`src/rtl/uart_pkg.sv`:
```
// Shared UART definitions: line-format encodings, receiver FSM states and
// the parity helper used by both uart_tx and uart_rx.
package uart_pkg;

    localparam logic [1:0] PAR_NONE = 2'd0;
    localparam logic [1:0] PAR_EVEN = 2'd1;
    localparam logic [1:0] PAR_ODD  = 2'd2;

    localparam logic STOP_1 = 1'b0;
    localparam logic STOP_2 = 1'b1;

    typedef enum logic [2:0] {
        RX_IDLE,
        RX_START,
        RX_DATA,
        RX_PARITY,
        RX_STOP
    } rx_state_t;

    // Code 3 is deliberately folded into odd parity.
    function automatic logic parity_bit(input logic [7:0] data, input logic [1:0] sel);
        logic p;
        case (sel)
            PAR_NONE: p = 1'b0;
            PAR_EVEN: p = ^data;
            default:  p = ~^data;
        endcase
        return p;
    endfunction

endpackage

```
`src/rtl/uart_sync.sv`:
```
// Multi-flop synchroniser for an asynchronous level input; flops reset to 1
// so an idle-high line does not produce a spurious edge out of reset.
module uart_sync #(
    parameter int SYNC_STAGES = 2
) (
    input  logic mclk,
    input  logic n_reset,
    input  logic d,
    output logic q
);

    logic [SYNC_STAGES-1:0] ff;

    always_ff @(posedge mclk or negedge n_reset) begin
        if (!n_reset) ff <= '1;
        else          ff <= {ff[SYNC_STAGES-2:0], d};
    end

    assign q = ff[SYNC_STAGES-1];

endmodule

```
`src/rtl/uart_rx.sv`:
```
// UART receiver with mid-bit sampling: 8 data bits, optional even/odd parity,
// one or two stop bits. Frame config is captured at the start edge.
module uart_rx
    import uart_pkg::*;
#(
    parameter int SYNC_STAGES = 2
) (
    input  logic        mclk,
    input  logic        n_reset,
    input  logic [15:0] baudrate,
    input  logic [1:0]  parity_sel,
    input  logic        stop_sel,
    input  logic        rxd,
    output logic [7:0]  rdata,
    output logic        rx_valid,
    output logic        parity_err,
    output logic        frame_err,
    output logic        busy
);

    logic        rxd_s, rxd_q, fall;
    rx_state_t   state;
    logic [15:0] cnt, baud_l;
    logic [3:0]  idx;
    logic [7:0]  shift;
    logic [1:0]  par_l;
    logic        stop2_l, second, perr, ferr;
    logic        bit_end;

    uart_sync #(.SYNC_STAGES(SYNC_STAGES)) u_sync (
        .mclk    (mclk),
        .n_reset (n_reset),
        .d       (rxd),
        .q       (rxd_s)
    );

    assign fall    = rxd_q & ~rxd_s;
    assign bit_end = (cnt == baud_l);

    always_ff @(posedge mclk or negedge n_reset) begin
        if (!n_reset) begin
            state      <= RX_IDLE;
            rxd_q      <= 1'b1;
            cnt        <= '0;
            baud_l     <= '0;
            idx        <= '0;
            shift      <= '0;
            par_l      <= PAR_NONE;
            stop2_l    <= STOP_1;
            second     <= 1'b0;
            perr       <= 1'b0;
            ferr       <= 1'b0;
            rdata      <= '0;
            rx_valid   <= 1'b0;
            parity_err <= 1'b0;
            frame_err  <= 1'b0;
            busy       <= 1'b0;
        end else begin
            rxd_q    <= rxd_s;
            rx_valid <= 1'b0;
            case (state)
                RX_IDLE: begin
                    cnt <= '0;
                    if (fall) begin
                        state   <= RX_START;
                        busy    <= 1'b1;
                        baud_l  <= baudrate;
                        par_l   <= parity_sel;
                        stop2_l <= stop_sel;
                        second  <= 1'b0;
                        perr    <= 1'b0;
                        ferr    <= 1'b0;
                    end
                end
                RX_START: begin
                    if (cnt == (baud_l >> 1)) begin
                        cnt <= '0;
                        idx <= '0;
                        if (!rxd_s) begin
                            state <= RX_DATA;
                        end else begin
                            // glitch shorter than half a bit: drop it silently
                            state <= RX_IDLE;
                            busy  <= 1'b0;
                        end
                    end else begin
                        cnt <= cnt + 16'd1;
                    end
                end
                RX_DATA: begin
                    if (bit_end) begin
                        cnt        <= '0;
                        shift[idx[2:0]] <= rxd_s;
                        idx        <= idx + 4'd1;
                        if (idx == 4'd7) state <= (par_l != PAR_NONE) ? RX_PARITY : RX_STOP;
                    end else begin
                        cnt <= cnt + 16'd1;
                    end
                end
                RX_PARITY: begin
                    if (bit_end) begin
                        cnt   <= '0;
                        perr  <= (rxd_s != parity_bit(shift, par_l));
                        state <= RX_STOP;
                    end else begin
                        cnt <= cnt + 16'd1;
                    end
                end
                RX_STOP: begin
                    if (bit_end) begin
                        cnt <= '0;
                        if (stop2_l && !second) begin
                            second <= 1'b1;
                            ferr   <= ferr | ~rxd_s;
                        end else begin
                            state      <= RX_IDLE;
                            busy       <= 1'b0;
                            rx_valid   <= 1'b1;
                            rdata      <= shift;
                            parity_err <= perr;
                            frame_err  <= ferr | ~rxd_s;
                        end
                    end else begin
                        cnt <= cnt + 16'd1;
                    end
                end
                default: state <= RX_IDLE;
            endcase
        end
    end

endmodule

```
`config.mk`:
```
export PLATFORM = sky130hd
export DESIGN_NAME = uart_rx
export DESIGN_NICKNAME = d
export VERILOG_FILES = /design/src/rtl/uart_pkg.sv /design/src/rtl/uart_sync.sv /design/src/rtl/uart_rx.sv
export SDC_FILE = /design/constraint.sdc
export NUM_CORES = 1
export LEC_CHECK = 0
export BUFFER_PORTS_ARGS = -buffer_cell sky130_fd_sc_hd__buf_2
export CORE_UTILIZATION = 44
export CTS_CLUSTER_DIAMETER = 120
export CTS_CLUSTER_SIZE = 14
export DETAILED_ROUTE_END_ITERATION = 16
export GPL_TIMING_DRIVEN = 0
export PLACE_DENSITY = 0.61
export SYNTH_ARGS = -nofsm -noshare
export SYNTH_HDL_FRONTEND = slang
export SYNTH_SLANG_ARGS = --single-unit
export TNS_END_PERCENT = 20
```
`constraint.sdc`:
```
create_clock -name mclk -period 2.2 [get_ports mclk]
set_input_delay 0.11 -clock mclk [delete_from_list [all_inputs] [get_ports mclk]]
set_output_delay 0.11 -clock mclk [all_outputs]
set_load 0.02 [all_outputs]
```
==> impl_metrics.csv, run 1 <==
group,metric,value,unit
synthesis,synth_edf_count,0,
cells_and_area,fill_cells,673,
die,core-area,7770,um^2
grt,grt_pass1_vias,2700,
worst_setup_path,start_kind,"flip-flop",
grt,grt_pass1_wl,12900,um
cells_and_area,fin_cells,495,
flow_run,cap_violations,0,
grt,track_usage,0.202,
cts,clockBufferDepth,2,
routing,drtPass1Iterations,4,
placed_design,dp_cells,450,
cells_and_area,area_delta_synth_final,26.0,%
timing,hold_viol,0,
power,p_leak,2.10,nW
routing,routedWlPerCell,15.4,um
placed_design,gp_congestion,0.859,
power,power_density,994,nW/um^2
cts,clockRootBuffer,"clkbuf_8",
die,design.die.area,8400,um^2
synthesis,ys_warn_count,0,
timing,fin_crit,2230,ps
worst_setup_path,criticalPathCategory,"reg -> reg",
cells_and_area,diodes,0,
worst_setup_path,critPathCaptureType,"flip-flop",
worst_setup_path,cp.arrival,2450,ps
cells_and_area,final_area,4460,um^2
grt,antenna_found_initial,0,
cts,cts_buffers,9,
grt,grt_max_degree,69,
worst_setup_path,required,2430,ps
synthesis,synth_area,3540,um^2
synthesis,synth_top_area_frac,0.460,
cts,htree_levels,3,
hold_path,min_path_type,"reg -> reg",
timing,worst_pin_slew,952,ps
die,io_pins,34,
synthesis,synth-seq-area-share,0.482,
cells_and_area,nets,412,
synthesis,synth.area.top_cells,"dfrtp_1 (46%), mux2_2 (11%), xor2_1 (8.4%)",
synthesis,netlist.top_cell.by_area,"dfrtp_1",
placed_design,place_area,3830,um^2
timing,slew_violations,0,
routing,wl,7640,um
synthesis,synth_fp_nets,339,
routing,antenna_left,0,
cts,worstSkewPairLatency,340,ps
cells_and_area,seqCellArea,1710,um^2
cts,cts_tree,"done",
cells_and_area,drive_gt1_frac,0.333,
synthesis,syn_inst,315,
grt,grt_remaining_overflow,0,
placed_design,place_ws,-392,ps
timing,rsz0062_at_grt,"yes",
cts,clk_pin_slew,80,ps
worst_setup_path,cp_max_fo,7,
die,fp.dieH,91.7,um
timing,fin_crit_sh,1.01,
synthesis,synth_ff_type,"dfrtp_1",
timing,fmax,449,MHz
timing,skew,6.75,ps
synthesis,ys_ff_latch,68,
synthesis,syn_avg_cell_area,11.2,um^2
timing,fin_ws,-27.5,ps
outcome,violations,"setup timing",
routing,via_per_inst,5.41,
die,initial_utilization,0.455,
die,die_w,91.7,um
die,rows,32,
outcome,outcome,"finished, violations left",
routing,vias,2679,
cells_and_area,multi_input_area,1820,um^2
routing,drt_iter0_drc,169,
placed_design,port_buffers,33,
synthesis,yosysUniqueCellTypes,49,
timing,relSlewSlack,0.358,
routing,drc,0,
power,vdd_drop_max,0.000668,V
power,total_power,4.43,mW
placed_design,dpl.hpwl,5000,um
cts,clock_sinks,68,
timing,finalSetupViolations,4,
synthesis,ys_async_sr_fraction,1.00,
[cells in the mapped netlist (2+ instances only)]
| master | instances |
|---|---|
| a21o_1 | 6 |
| a21oi_1 | 5 |
| a22o_1 | 4 |
| a31oi_1 | 3 |
| and3_1 | 7 |
| and4_1 | 3 |
| buf_1 | 2 |
| buf_2 | 4 |
| buf_6 | 3 |
| clkbuf_1 | 8 |
| dfrtp_1 | 65 |
| dfstp_2 | 3 |
| ha_1 | 2 |
| inv_1 | 6 |
| mux2_2 | 35 |
| mux2i_1 | 3 |
| nand2_1 | 20 |
| nand2b_1 | 2 |
| nand3_1 | 9 |
| nand4_1 | 2 |
| nor2_1 | 10 |
| nor2b_1 | 3 |
| nor3_1 | 4 |
| nor3b_1 | 7 |
| nor4_1 | 5 |
| nor4_2 | 4 |
| nor4b_1 | 2 |
| o21ai_0 | 22 |
| o21ai_1 | 3 |
| or3_1 | 3 |
| or3b_1 | 2 |
| xnor2_1 | 7 |
| xor2_1 | 34 |
| xor2_2 | 2 |
[per-layer routing]
layer  part of all wire  global-route usage  up-vias
met5                  0                   0        -
met1               0.48               0.266     1324
met2               0.46               0.322       79
met4              0.015              0.0886        0
li1                   -                   -     1263
met3              0.044              0.0431       13
[report_power, final]
| part | switching, mW | leakage [nW] | internal (mW) |
|---|---|---|---|
| combinational | 0.793 | 1.11 | 0.683 |
| sequential | 0.301 | 0.883 | 1.49 |
| clock | 0.494 | 0.105 | 0.666 |
[sequential cells by signal, summed over array words and instances, names as in the netlist]
register / cells
u_sync.ff: 2
par_l: 2
ferr: 1
cnt: 16
shift: 8
rx_valid: 1
baud_l: 16
rxd_q: 1
frame_err: 1
state: 3
parity_err: 1
second: 1
idx: 4
stop2_l: 1
perr: 1
rdata: 8
busy: 1
[worst paths after layout]
| check | startpoint | to | slack [ps] | cells past startpoint |
|---|---|---|---|---|
| setup / recovery | cnt[2] | shift[5] | -30 | 6 |
| hold / removal | u_sync.ff[0] | u_sync.ff[1] | 360 | 0 |
| setup reg to reg | cnt[2] | shift[5] | -30 | 6 |
| hold reg to reg | u_sync.ff[0] | u_sync.ff[1] | 360 | 0 |
| max in group asynchronous | n_reset | cnt[0] | 1170 | 2 |
| min in group asynchronous | n_reset | cnt[7] | 410 | 2 |
[worst max-delay path: stages (launching register included)]
cell and delay, ps:
dfrtp_1 480, xor2_1 210, nor4_2 300, and4_4 300
nand3_4 90, or3b_4 420, mux2_4 300
[metrics by stage]
step	utilization	hold slack, ps	setup TNS (ps)
finish	0.574	359	-38.5
global route	0.574	363	-1970
CTS	0.568	360	-31.7
detailed placement	0.493	217	-6500
global placement	0.493	217	-5910
floorplan	-	-186	0
[kinds of logic (layout without fill, tap and decap cells)]
kind of cell    Yosys count  after routing  synth area share
simple gates             88             88             0.152
flops                    68             68             0.482
compound gates           50             50            0.0867
xor+xnor                 43             43             0.111
mux                      40             40             0.127
buf+inv                  24            102            0.0343
fa+ha+maj                 2              2           0.00707
[final cells by class]
cell class,count,area share
Buffer,16,0.0230
Sequential cell,68,0.384
Clock buffer,10,0.0309
Inverter,6,0.00505
Timing Repair Buffer,64,0.102
Tap cell,102,0.0286
Clock inverter,6,0.0197
Multi-Input combinational cell,223,0.407
[placed cells by master (no fill, tap or decap), drive strengths merged, types with 3 or more instances in the layout]
| master | synthesis | final |
|---|---|---|
| clkbuf | 8 | 15 |
| xnor2 | 7 | 7 |
| nor2 | 10 | 10 |
| nand2 | 20 | 20 |
| dfstp | 3 | 3 |
| a22o | 4 | 4 |
| a21oi | 5 | 5 |
| a21o | 6 | 6 |
| o21ai | 25 | 25 |
| mux2 | 37 | 37 |
| a31oi | 3 | 3 |
| xor2 | 36 | 36 |
| or3 | 3 | 3 |
| buf | 10 | 54 |
| dlygate4sd3 | 0 | 21 |
| nor3 | 5 | 5 |
| nor4 | 9 | 9 |
| nor2b | 3 | 3 |
| inv | 6 | 6 |
| mux2i | 3 | 3 |
| and4 | 4 | 4 |
| nand3 | 10 | 10 |
| dfrtp | 65 | 65 |
| nor3b | 7 | 7 |
| nand4 | 3 | 3 |
| clkinvlp | 0 | 3 |
| and3 | 7 | 7 |
[timing repair]
item	CTS	global route
buffers inserted	9	1
pin swaps	11	8
setup endpoints to repair	33	28
cloned	0	0
endpoints found under the hold margin	85	0
hold buffers	21	0
gates resized for setup	17	15
Power figures use the tool's default switching activity.
==> run 2: changes to the inputs <==
--- a/config.mk
+++ b/config.mk
@@ -7,10 +7,10 @@
 export LEC_CHECK = 0
 export BUFFER_PORTS_ARGS = -buffer_cell sky130_fd_sc_hd__buf_2
-export CORE_UTILIZATION = 44
+export CORE_UTILIZATION = 30
 export CTS_CLUSTER_DIAMETER = 120
 export CTS_CLUSTER_SIZE = 14
 export DETAILED_ROUTE_END_ITERATION = 16
 export GPL_TIMING_DRIVEN = 0
-export PLACE_DENSITY = 0.61
+export PLACE_DENSITY = 0.44
 export SYNTH_ARGS = -nofsm -noshare
 export SYNTH_HDL_FRONTEND = slang
==> constraint.sdc (replaced) <==
create_clock -name mclk -period 2.2 [get_ports mclk]
set_input_delay 0.22 -clock mclk [delete_from_list [all_inputs] [get_ports mclk]]
set_output_delay 0.22 -clock mclk [all_outputs]
set_load 0.02 [all_outputs]
==> impl_metrics.csv, run 2 (synthesis gave the netlist of run 1 again) <==
group,metric,value,unit
outcome,outcome,"finished, violations left",
outcome,violations,"setup timing",
routing,drc,0,
timing,skew,5.50,ps
die,fp.dieH,111,um
grt,antenna_found_initial,0,
cts,clockRootBuffer,"clkbuf_16",
cts,clockBufferDepth,2,
cts,clk_pin_slew,50,ps
placed_design,place_area,3910,um^2
cells_and_area,nets,411,
power,p_int,3.27,mW
power,seq_power_share,0.366,
grt,grt_remaining_overflow,0,
grt,track_usage,0.151,
cells_and_area,final_common_cell,"dfrtp_1",
routing,via_per_inst,4.85,
cts,cts_buffers,9,
placed_design,place_ws,-442,ps
power,p_comb_frac,0.316,
grt,grt_pass1_wl,14300,um
worst_setup_path,critPathCaptureType,"flip-flop",
timing,fin_crit,2240,ps
power,p_clk_frac,0.317,
routing,antenna_left,0,
cells_and_area,diodes,0,
hold_path,min_path_type,"in -> reg",
timing,finalSetupViolations,3,
placed_design,gp_congestion,0.826,
flow_run,cap_violations,0,
timing,worst_pin_slew,887,ps
routing,drt_iter0_drc,129,
cells_and_area,mostFrequentLayoutCells,"dfrtp_1 (54), buf_2 (34), mux2_2 (34)",
timing,hold_viol,0,
timing,rsz0062_at_grt,"yes",
cells_and_area,final_core_util,0.404,
timing,fmax,447,MHz
grt,grt_max_degree,50,
die,io_pins,34,
cells_and_area,final_area,4640,um^2
timing,relSlewSlack,0.402,
worst_setup_path,cp_max_fo,4,
timing,slew_violations,0,
grt,grt_pass1_vias,2665,
cells_and_area,top_regs,"baud_l: 16 flops, cnt: 16 flops",
routing,vias,2596,
worst_setup_path,criticalPathCategory,"reg -> reg",
cts,clock_sinks,68,
cts,htree_levels,3,
timing,fin_ws,-37.7,ps
die,rows,39,
placed_design,dpl.hpwl,5630,um
die,die_w,111,um
power,power_density,1070,nW/um^2
power,p_leak,2.17,nW
routing,drtPass1Iterations,5,
cells_and_area,drive_gt1_frac,0.416,
power,swShare,0.339,
die,initial_utilization,0.308,
worst_setup_path,cp.arrival,2460,ps
placed_design,port_buffers,33,
power,p_sw,1.68,mW
worst_setup_path,slowest_delay,420,ps
routing,wl,8590,um
worst_setup_path,worstPathCellList,"xor2_2 -> nor4_2 -> buf_4 -> and4_4 -> nand3_4 -> or3b_4 -> mux2_4",
timing,fin_crit_sh,1.02,
die,design.die.area,12200,um^2
die,core-area,11500,um^2
worst_setup_path,cp_slowest_cell,"dfrtp_1",
worst_setup_path,required,2420,ps
worst_setup_path,start_kind,"flip-flop",
cells_and_area,area_delta_synth_final,31.1,%
cts,cts_tree,"done",
cts,worstSkewPairLatency,340,ps
power,vdd_drop_max,0.000771,V
routing,routedWlPerCell,16.1,um
## run 2: power by group through the flow
stage	logic, mW	registers, mW	clock network, mW
finish	1.56	1.81	1.57
global route	1.72	1.85	1.67
CTS	1.40	1.81	1.62
detailed placement	1.31	1.81	0
global placement	1.28	1.80	0
floorplan	1.00	1.73	0
## run 2: worst paths after layout
| check | depth (start not counted) | to | slack, ps | from |
|---|---|---|---|---|
| worst max-delay path | 7 | shift[5] | -40 | baud_l[8] |
| worst min-delay path | 2 | par_l[0] | 110 | parity_sel[0] |
| worst max register to register | 7 | shift[5] | -40 | baud_l[8] |
| worst min register to register | 0 | u_sync.ff[1] | 350 | u_sync.ff[0] |
| max in group asynchronous | 3 | u_sync.ff[0] | 1280 | n_reset |
| min in group asynchronous | 2 | cnt[8] | 320 | n_reset |
## run 2: metrics by stage
step / setup TNS [ps] / cells / hold slack [ps] / total power [mW]
detailed placement: -8180 / 492 / 133 / 3.12
finish: -65.1 / 535 / 111 / 4.94
global route: -1210 / 535 / 99.4 / 5.24
CTS: -80.0 / 521 / 91.2 / 4.83
floorplan: 0 / 315 / -75.6 / 2.73
global placement: -7590 / 491 / 325 / 3.08
## run 2: final cells by class
cell class / count / area, um^2
fill: 1111 / 6830
multi-input combinational: 223 / 1860
sequential: 68 / 1720
timing repair buffer: 64 / 442
clock buffer: 11 / 243
tap: 143 / 179
buffer: 15 / 101
clock inverter: 5 / 75.1
inverter: 6 / 22.5
## run 2: repair_timing
action                                  CTS  global route
resized for setup                        18            34
cloned                                    1             0
endpoints found under the setup margin   34            43
hold buffers                              2             0
hold endpoints to repair                 20             0
setup buffers                            13            14
pin swaps                                 8            13
## run 2: worst max-delay path, delay by kind of cell, from the launching register on
family | cells | cell delay, ps
buffers and inverters | 1 | 170
flip-flops | 1 | 420
AND/OR/NAND/NOR | 4 | 1040
XOR/XNOR | 1 | 190
multiplexers | 1 | 300
## run 2: per-layer routing
metal / vias to the layer above / GRT usage / part of all wire / wire length [um]
met1: 1282 / 0.212 / 0.50 / 4300
met5: - / 0 / 0 / 0
met3: 8 / 0.0477 / 0.037 / 320
li1: 1262 / - / - / -
met4: 0 / 0.0578 / 0.016 / 135
met2: 44 / 0.217 / 0.45 / 3830
